<file path="src/rtl/rs_station_pkg.sv">
// Shared constants and opcode encoding for the reservation station slice.
package rs_station_pkg;

    localparam int unsigned RS_SIZE_DEF = 8;
    localparam int unsigned TAG_W_DEF   = 4;
    localparam int unsigned DATA_W      = 32;
    localparam int unsigned OP_W        = 6;

    localparam logic True  = 1'b1;
    localparam logic False = 1'b0;

    typedef enum logic [OP_W-1:0] {
        OP_NOP   = 6'd0,
        OP_LUI   = 6'd1,
        OP_AUIPC = 6'd2,
        OP_JAL   = 6'd3,
        OP_JALR  = 6'd4,
        OP_BEQ   = 6'd5,
        OP_BNE   = 6'd6,
        OP_BLT   = 6'd7,
        OP_BGE   = 6'd8,
        OP_ADD   = 6'd20,
        OP_SUB   = 6'd21,
        OP_AND   = 6'd22,
        OP_OR    = 6'd23,
        OP_XOR   = 6'd24,
        OP_ADDI  = 6'd30
    } opcode_e;

endpackage

</file>
<file path="src/rtl/rs_station_prio_enc.sv">
// Lowest-set-bit priority encoder: index of the first 1 in vec_i plus a found flag.
module rs_prio_enc #(
    parameter int unsigned N  = 8,
    parameter int unsigned IW = (N > 1) ? $clog2(N) : 1
) (
    input  logic [N-1:0]  vec_i,
    output logic [IW-1:0] idx_o,
    output logic          found_o
);

    always_comb begin
        idx_o   = '0;
        found_o = 1'b0;
        for (int unsigned i = 0; i < N; i++) begin
            if (vec_i[i] && !found_o) begin
                idx_o   = i[IW-1:0];
                found_o = 1'b1;
            end
        end
    end

endmodule

</file>
<file path="src/rtl/rs_station.sv">
// Reservation station: allocates renamed ops, snoops ALU/LSB broadcasts for
// operand wakeup and issues the lowest-index fully ready entry each cycle.
module rs_station
    import rs_station_pkg::*;
#(
    parameter int unsigned RS_SIZE = RS_SIZE_DEF,
    parameter int unsigned TAG_W   = TAG_W_DEF
) (
    input  logic             clk,
    input  logic             rst,
    input  logic             rdy,
    input  logic             in_valid,
    input  logic [5:0]       in_opcode,
    input  logic [31:0]      in_imm,
    input  logic [TAG_W-1:0] in_tag,
    input  logic [31:0]      in_v1,
    input  logic [31:0]      in_v2,
    input  logic             in_rdy1,
    input  logic             in_rdy2,
    output logic             full,
    input  logic             alu_cdb_valid,
    input  logic [TAG_W-1:0] alu_cdb_tag,
    input  logic [31:0]      alu_cdb_val,
    input  logic             lsb_cdb_valid,
    input  logic [TAG_W-1:0] lsb_cdb_tag,
    input  logic [31:0]      lsb_cdb_val,
    input  logic             flush,
    output logic             ex_valid,
    output logic [5:0]       ex_opcode,
    output logic [31:0]      ex_a,
    output logic [31:0]      ex_b,
    output logic [31:0]      ex_imm,
    output logic [TAG_W-1:0] ex_tag
);

    localparam int unsigned IW = (RS_SIZE > 1) ? $clog2(RS_SIZE) : 1;

    logic [RS_SIZE-1:0] busy_q, busy_d;
    logic [RS_SIZE-1:0] r1_q, r1_d;
    logic [RS_SIZE-1:0] r2_q, r2_d;
    logic [5:0]         op_q  [RS_SIZE];
    logic [5:0]         op_d  [RS_SIZE];
    logic [31:0]        imm_q [RS_SIZE];
    logic [31:0]        imm_d [RS_SIZE];
    logic [TAG_W-1:0]   tag_q [RS_SIZE];
    logic [TAG_W-1:0]   tag_d [RS_SIZE];
    logic [31:0]        v1_q  [RS_SIZE];
    logic [31:0]        v1_d  [RS_SIZE];
    logic [31:0]        v2_q  [RS_SIZE];
    logic [31:0]        v2_d  [RS_SIZE];

    logic               ex_valid_q, ex_valid_d;
    logic [5:0]         ex_op_q, ex_op_d;
    logic [31:0]        ex_a_q, ex_a_d;
    logic [31:0]        ex_b_q, ex_b_d;
    logic [31:0]        ex_imm_q, ex_imm_d;
    logic [TAG_W-1:0]   ex_tag_q, ex_tag_d;

    logic [IW-1:0]      free_idx, sel_idx;
    logic               free_found, sel_found;
    logic [RS_SIZE-1:0] ready_vec;
    logic [31:0]        byp_v1, byp_v2;
    logic               byp_r1, byp_r2;

    assign full      = &busy_q;
    assign ready_vec = busy_q & r1_q & r2_q;

    rs_prio_enc #(.N(RS_SIZE), .IW(IW)) u_free_enc (
        .vec_i   (~busy_q),
        .idx_o   (free_idx),
        .found_o (free_found)
    );

    rs_prio_enc #(.N(RS_SIZE), .IW(IW)) u_sel_enc (
        .vec_i   (ready_vec),
        .idx_o   (sel_idx),
        .found_o (sel_found)
    );

    // Operand capture at dispatch; ALU is applied last so it wins a tag tie.
    always_comb begin
        byp_v1 = in_v1;
        byp_r1 = in_rdy1;
        byp_v2 = in_v2;
        byp_r2 = in_rdy2;
        if (!in_rdy1 && lsb_cdb_valid && in_v1[TAG_W-1:0] == lsb_cdb_tag) begin
            byp_v1 = lsb_cdb_val;
            byp_r1 = True;
        end
        if (!in_rdy1 && alu_cdb_valid && in_v1[TAG_W-1:0] == alu_cdb_tag) begin
            byp_v1 = alu_cdb_val;
            byp_r1 = True;
        end
        if (!in_rdy2 && lsb_cdb_valid && in_v2[TAG_W-1:0] == lsb_cdb_tag) begin
            byp_v2 = lsb_cdb_val;
            byp_r2 = True;
        end
        if (!in_rdy2 && alu_cdb_valid && in_v2[TAG_W-1:0] == alu_cdb_tag) begin
            byp_v2 = alu_cdb_val;
            byp_r2 = True;
        end
    end

    always_comb begin
        busy_d     = busy_q;
        r1_d       = r1_q;
        r2_d       = r2_q;
        op_d       = op_q;
        imm_d      = imm_q;
        tag_d      = tag_q;
        v1_d       = v1_q;
        v2_d       = v2_q;
        ex_valid_d = False;
        ex_op_d    = ex_op_q;
        ex_a_d     = ex_a_q;
        ex_b_d     = ex_b_q;
        ex_imm_d   = ex_imm_q;
        ex_tag_d   = ex_tag_q;

        for (int unsigned i = 0; i < RS_SIZE; i++) begin
            if (busy_q[i]) begin
                if (!r1_q[i] && lsb_cdb_valid && v1_q[i][TAG_W-1:0] == lsb_cdb_tag) begin
                    v1_d[i] = lsb_cdb_val;
                    r1_d[i] = True;
                end
                if (!r1_q[i] && alu_cdb_valid && v1_q[i][TAG_W-1:0] == alu_cdb_tag) begin
                    v1_d[i] = alu_cdb_val;
                    r1_d[i] = True;
                end
                if (!r2_q[i] && lsb_cdb_valid && v2_q[i][TAG_W-1:0] == lsb_cdb_tag) begin
                    v2_d[i] = lsb_cdb_val;
                    r2_d[i] = True;
                end
                if (!r2_q[i] && alu_cdb_valid && v2_q[i][TAG_W-1:0] == alu_cdb_tag) begin
                    v2_d[i] = alu_cdb_val;
                    r2_d[i] = True;
                end
            end
        end

        if (sel_found) begin
            busy_d[sel_idx] = False;
            ex_valid_d      = True;
            ex_op_d         = op_q[sel_idx];
            ex_a_d          = v1_q[sel_idx];
            ex_b_d          = v2_q[sel_idx];
            ex_imm_d        = imm_q[sel_idx];
            ex_tag_d        = tag_q[sel_idx];
        end

        // Free slot comes from the pre-edge busy vector, so an issuing slot is never reused this cycle.
        if (in_valid && !full && free_found) begin
            busy_d[free_idx] = True;
            op_d[free_idx]   = in_opcode;
            imm_d[free_idx]  = in_imm;
            tag_d[free_idx]  = in_tag;
            v1_d[free_idx]   = byp_v1;
            r1_d[free_idx]   = byp_r1;
            v2_d[free_idx]   = byp_v2;
            r2_d[free_idx]   = byp_r2;
        end

        if (flush) begin
            busy_d     = '0;
            ex_valid_d = False;
        end
    end

    always_ff @(posedge clk) begin
        if (!rst) begin
            busy_q     <= '0;
            r1_q       <= '0;
            r2_q       <= '0;
            ex_valid_q <= False;
            ex_op_q    <= '0;
            ex_a_q     <= '0;
            ex_b_q     <= '0;
            ex_imm_q   <= '0;
            ex_tag_q   <= '0;
        end else if (rdy) begin
            busy_q     <= busy_d;
            r1_q       <= r1_d;
            r2_q       <= r2_d;
            ex_valid_q <= ex_valid_d;
            ex_op_q    <= ex_op_d;
            ex_a_q     <= ex_a_d;
            ex_b_q     <= ex_b_d;
            ex_imm_q   <= ex_imm_d;
            ex_tag_q   <= ex_tag_d;
        end
    end

    always_ff @(posedge clk) begin
        if (rst && rdy) begin
            op_q  <= op_d;
            imm_q <= imm_d;
            tag_q <= tag_d;
            v1_q  <= v1_d;
            v2_q  <= v2_d;
        end
    end

    assign ex_valid  = ex_valid_q;
    assign ex_opcode = ex_op_q;
    assign ex_a      = ex_a_q;
    assign ex_b      = ex_b_q;
    assign ex_imm    = ex_imm_q;
    assign ex_tag    = ex_tag_q;

endmodule

</file>
<file path="config.mk">
export PLATFORM = sky130hd
export DESIGN_NAME = rs_station
export DESIGN_NICKNAME = d
export VERILOG_FILES = /design/src/rtl/rs_station_pkg.sv /design/src/rtl/rs_station_prio_enc.sv /design/src/rtl/rs_station.sv
export SDC_FILE = /design/constraint.sdc
export NUM_CORES = 2
export LEC_CHECK = 0
export ABC_CLOCK_PERIOD_IN_PS = 40600
export CORE_AREA = 2 2 328 330
export DETAILED_ROUTE_END_ITERATION = 7
export DIE_AREA = 0 0 330 332
export DONT_BUFFER_PORTS = 1
export GPL_ROUTABILITY_DRIVEN = 0
export PLACE_DENSITY_LB_ADDON = 0.08
export RECOVER_POWER = 50
export SLEW_MARGIN = 25
export SYNTH_ARGS = -nofsm -noshare
export SYNTH_HDL_FRONTEND = slang
export SYNTH_SLANG_ARGS = --single-unit
</file>
<file path="constraint.sdc">
create_clock -name clk -period 40.6 [get_ports clk]
set_input_delay 12.18 -clock clk [delete_from_list [all_inputs] [get_ports clk]]
set_output_delay 12.18 -clock clk [all_outputs]
set_load 0.03 [all_outputs]
</file>
==> key figures <==
Place
  – Placed inst area: 58300 µm²
  – Port Buffers: 0
  – Cell total after placement: 6226
  – Final HPWL DP: 132 mm

Global route
  – Largest net degree at the start of global routing: 165
  – Grt total ovfl: 0
  – Initial antenna violation count: 6
  – Vias in the first global route: 49800
  – First-pass GRT wire length: 348 mm
  – GR Util All Layers: a little over two fifths

Layout
  – Fin nets: 5120
  – Most frequent cells in the layout: edfxtp_1 (848), mux2i_1 (640), nand4_1 (327), o31ai_1 (321), o21ai_0 (305)
  – Non-filler cells, final: 6438
  – Commonest non-fill, non-tap cell in the layout: edfxtp_1
  – Layout cells sized above 1: 9.49%
  – Layout area overhead: 6.84%
  – Cell area after layout: 61800 µm²

Synthesis
  – Ys flop type: edfxtp_1
  – Cell Area, Synth: 57900 µm²
  – Post-synthesis sequential area ratio: 48.5%
  – Synth cell types: 60
  – Cells after Synth: 5409
  – Yosys warns: 0
  – Synth area leaders: edfxtp_1 (44%), mux2i_1 (11%), dfxtp_1 (4.5%)
  – Area share of the largest cell type after synthesis: 44.0%
  – Synth area leader: edfxtp_1
  – Number of synthesized flops with an enable pin: 848
  – Async set-reset flop share out of synthesis: 0%
  – Syn_nets: 5596
  – Synth Register Bits: 979
  – Mapped Avg Cell Area: 10.7 µm²

STA
  – Final worst-path cycle share: 52.1%
  – Max Freq: 0.0473 GHz
  – Final hold vios: 0
  – Max Clock Skew: between 50 and 60 ps
  – RSZ-0062 raised after global routing: no
  – Max Slew Vio Count: 772
  – Slew HR: -362%
  – Setup violators final: 0
  – Final hold slack: 582 ps
  – Worst slew pin tran: 6900 ps
  – Minimum clock period: approximately 21000 ps
  – Setup TNS Final: 0 ps

CTS
  – H-Tree Depth: 3
  – Longest Clk Path Bufs: 3
  – Cts hold-fix bufs: 0
  – CTS Sinks: between 900 and 1000
  – Num CTS Buffers: 105
  – # resized after CTS: 0
  – CTS tree: yes
  – Worst-Skew Late Latency: ~760 ps
  – Root Buffer: clkbuf_16
  – Setup Fix Bufs, Post-CTS: 0
  – Clk slew on worst S/H paths: 60 ps

Routing
  – Router iterations before antenna repair: 8
  – DRT iter0 DRCs: between 9000 and 10000
  – DR WL/cell: 38.0 µm
  – Via Count: ~52000
  – WL met3: 36.3 mm
  – WL met1: 86.1 mm
  – Routed length on met2: 105 mm
  – Antenna viol nets, final: 0
  – Routed WL: 244 mm
  – Top layer in use: met5
  – DRC viols: 37
  – DR vias/cell: approximately 8

Die
  – Die area: 110000 µm²
  – Chip Width: ~330 µm
  – IO Count: roughly 300
  – Die span in y: 332 µm
  – Row cnt: 120
  – Starting Density: 54.4%
  – Core area: approximately 110000 µm²

Critical path
  – Worst EP arrival: 21470 ps
  – Critical R2R Launch: busy_q[1]$_SDFFE_PN0P_
  – Slowest CP cell: clkinvlp_2
  – Buf/Inv on CP: 4
  – Largest fanout on the critical path: approximately 160
  – CP dominant cell by count: buf_4
  – Setup crit start kind: input port
  – FF-to-FF path depth: 8
  – FF-to-FF End: v1_q[96]$_DFFE_PP_
  – Reg2reg setup slack: 33340 ps
  – Critical path cell sequence: nand2_1 -> clkinvlp_2 -> buf_12 -> buf_4 -> buf_4
  – Critical path's top delay family: buffers and inverters
  – CP Class: in2reg
  – Crit end category: flop
  – Critical Path Max Stage Delay: 5450 ps
  – Req. time, crit path: 40930 ps

Power and ir drop
  – Pwr Density: 38.0 nW/µm²
  – Max IR drop VDD: roughly 0.038 mV
  – P_leak: 21.7 nW
  – Total power: approximately 2.3 mW

Worst hold path
  – Hold-critical path depth: 1
  – Worst hold start: r1_q[0]$_SDFFE_PN0P_
  – WHS Endpoint: r1_q[0]$_SDFFE_PN0P_
  – Hold Path Class: reg2reg

Outcome
  – Outcome: finished with violations
  – Failing checks: design-rule violations, max-capacitance violations, max-slew violations

Run
  – Max-cap viol count: 15
[worst max path at each step]
stage                     from  cells past startpoint             endpoint
after floorplan            rst                      5    v1_q[0]$_DFFE_PP_
after global placement     rst                      5  v2_q[218]$_DFFE_PP_
after detailed placement   rst                      5  v2_q[213]$_DFFE_PP_
after CTS                  rst                      5  v2_q[122]$_DFFE_PP_
after global routing       rst                      5  v2_q[248]$_DFFE_PP_
final                      rst                      5  v2_q[122]$_DFFE_PP_
[area by class of cell]
type | count | area, µm²
Multi-Input combinational cell | 3599 | 26900
Clock inverter | 51 | 666
Inverter | 91 | 343
Sequential cell | 979 | 28100
Clock buffer | 149 | 2870
Fill cell | 8949 | 44500
Tap cell | 1403 | 1760
Antenna cell | 9 | 22.5
Timing Repair Buffer | 157 | 1220
[through the flow]
| step | util [%] | setup WS [ps] |
|---|---|---|
| floorplan | - | 16800 |
| global placement | 54.8 | 23780 |
| detailed placement | 54.8 | 23710 |
| CTS | 58.1 | 24470 |
| global route | 58.2 | 18960 |
| finish | 58.2 | 19460 |
[synth_stat cells, types with 8 or more instances]
cell type  instances
edfxtp_1         848
mux2i_1          640
clkbuf_1         591
nand4_1          327
o31ai_1          321
o21ai_0          305
a22oi_1          293
nand2_1          207
o221ai_1         203
a31oi_1          196
nor3_1           193
a21oi_1          147
dfxtp_1          131
o22ai_1          115
o21a_1           104
o31a_1            98
buf_2             94
inv_1             83
xnor2_1           62
mux2_2            57
mux2i_2           45
buf_1             33
nand3_1           33
a221oi_1          32
nor2b_1           23
a222oi_1          21
buf_4             21
nor2_1            20
nand2b_1          19
o221a_2           18
and3_1            16
xor2_1            13
a211oi_1          12
a2111oi_2         10
a21boi_0           8
[flip-flops by register name (all words and copies together), names as in the netlist, 6 cells and up]
name       flops
imm_q        256
v1_q         256
v2_q         256
op_q          48
ex_a          32
ex_b          32
ex_imm        32
tag_q         32
busy_q         8
r1_q           8
r2_q           8
ex_opcode      6
[worst reg2reg max path, cell delays in order (launching register included)]
cell and delay (ps):
dfxtp_1 460, inv_2 490, buf_4 850, o21ai_0 300, nand4_1 260, buf_4 560
clkbuf_1 3230, o221ai_1 610, o21ai_0 290
[kinds of logic (layout without fill, tap and decap cells)]
family | count (synthesis) | count (layout) | share of synthesized area [%]
compound gates | 1909 | 1909 | 23.3
flops | 979 | 979 | 48.5
simple gates | 873 | 873 | 8.09
buf+inv | 831 | 448 | 5.74
mux | 742 | 742 | 13.2
xor+xnor | 75 | 75 | 1.13
other cells | 0 | 9 | 0
[where the power goes]
part	internal [mW]	total, mW	switching, mW
combinational	0.0547	0.206	0.152
sequential	1.12	1.14	0.0157
clock	0.567	1.01	0.438
total	1.74	2.35	0.606
[metal layers]
layer	GRT usage [%]	up-vias
li1	-	20800
met1	53.4	24900
met2	63.4	4649
met3	17.1	1196
met4	24.7	6
met5	1.60	-
Power figures use the tool's default switching activity.
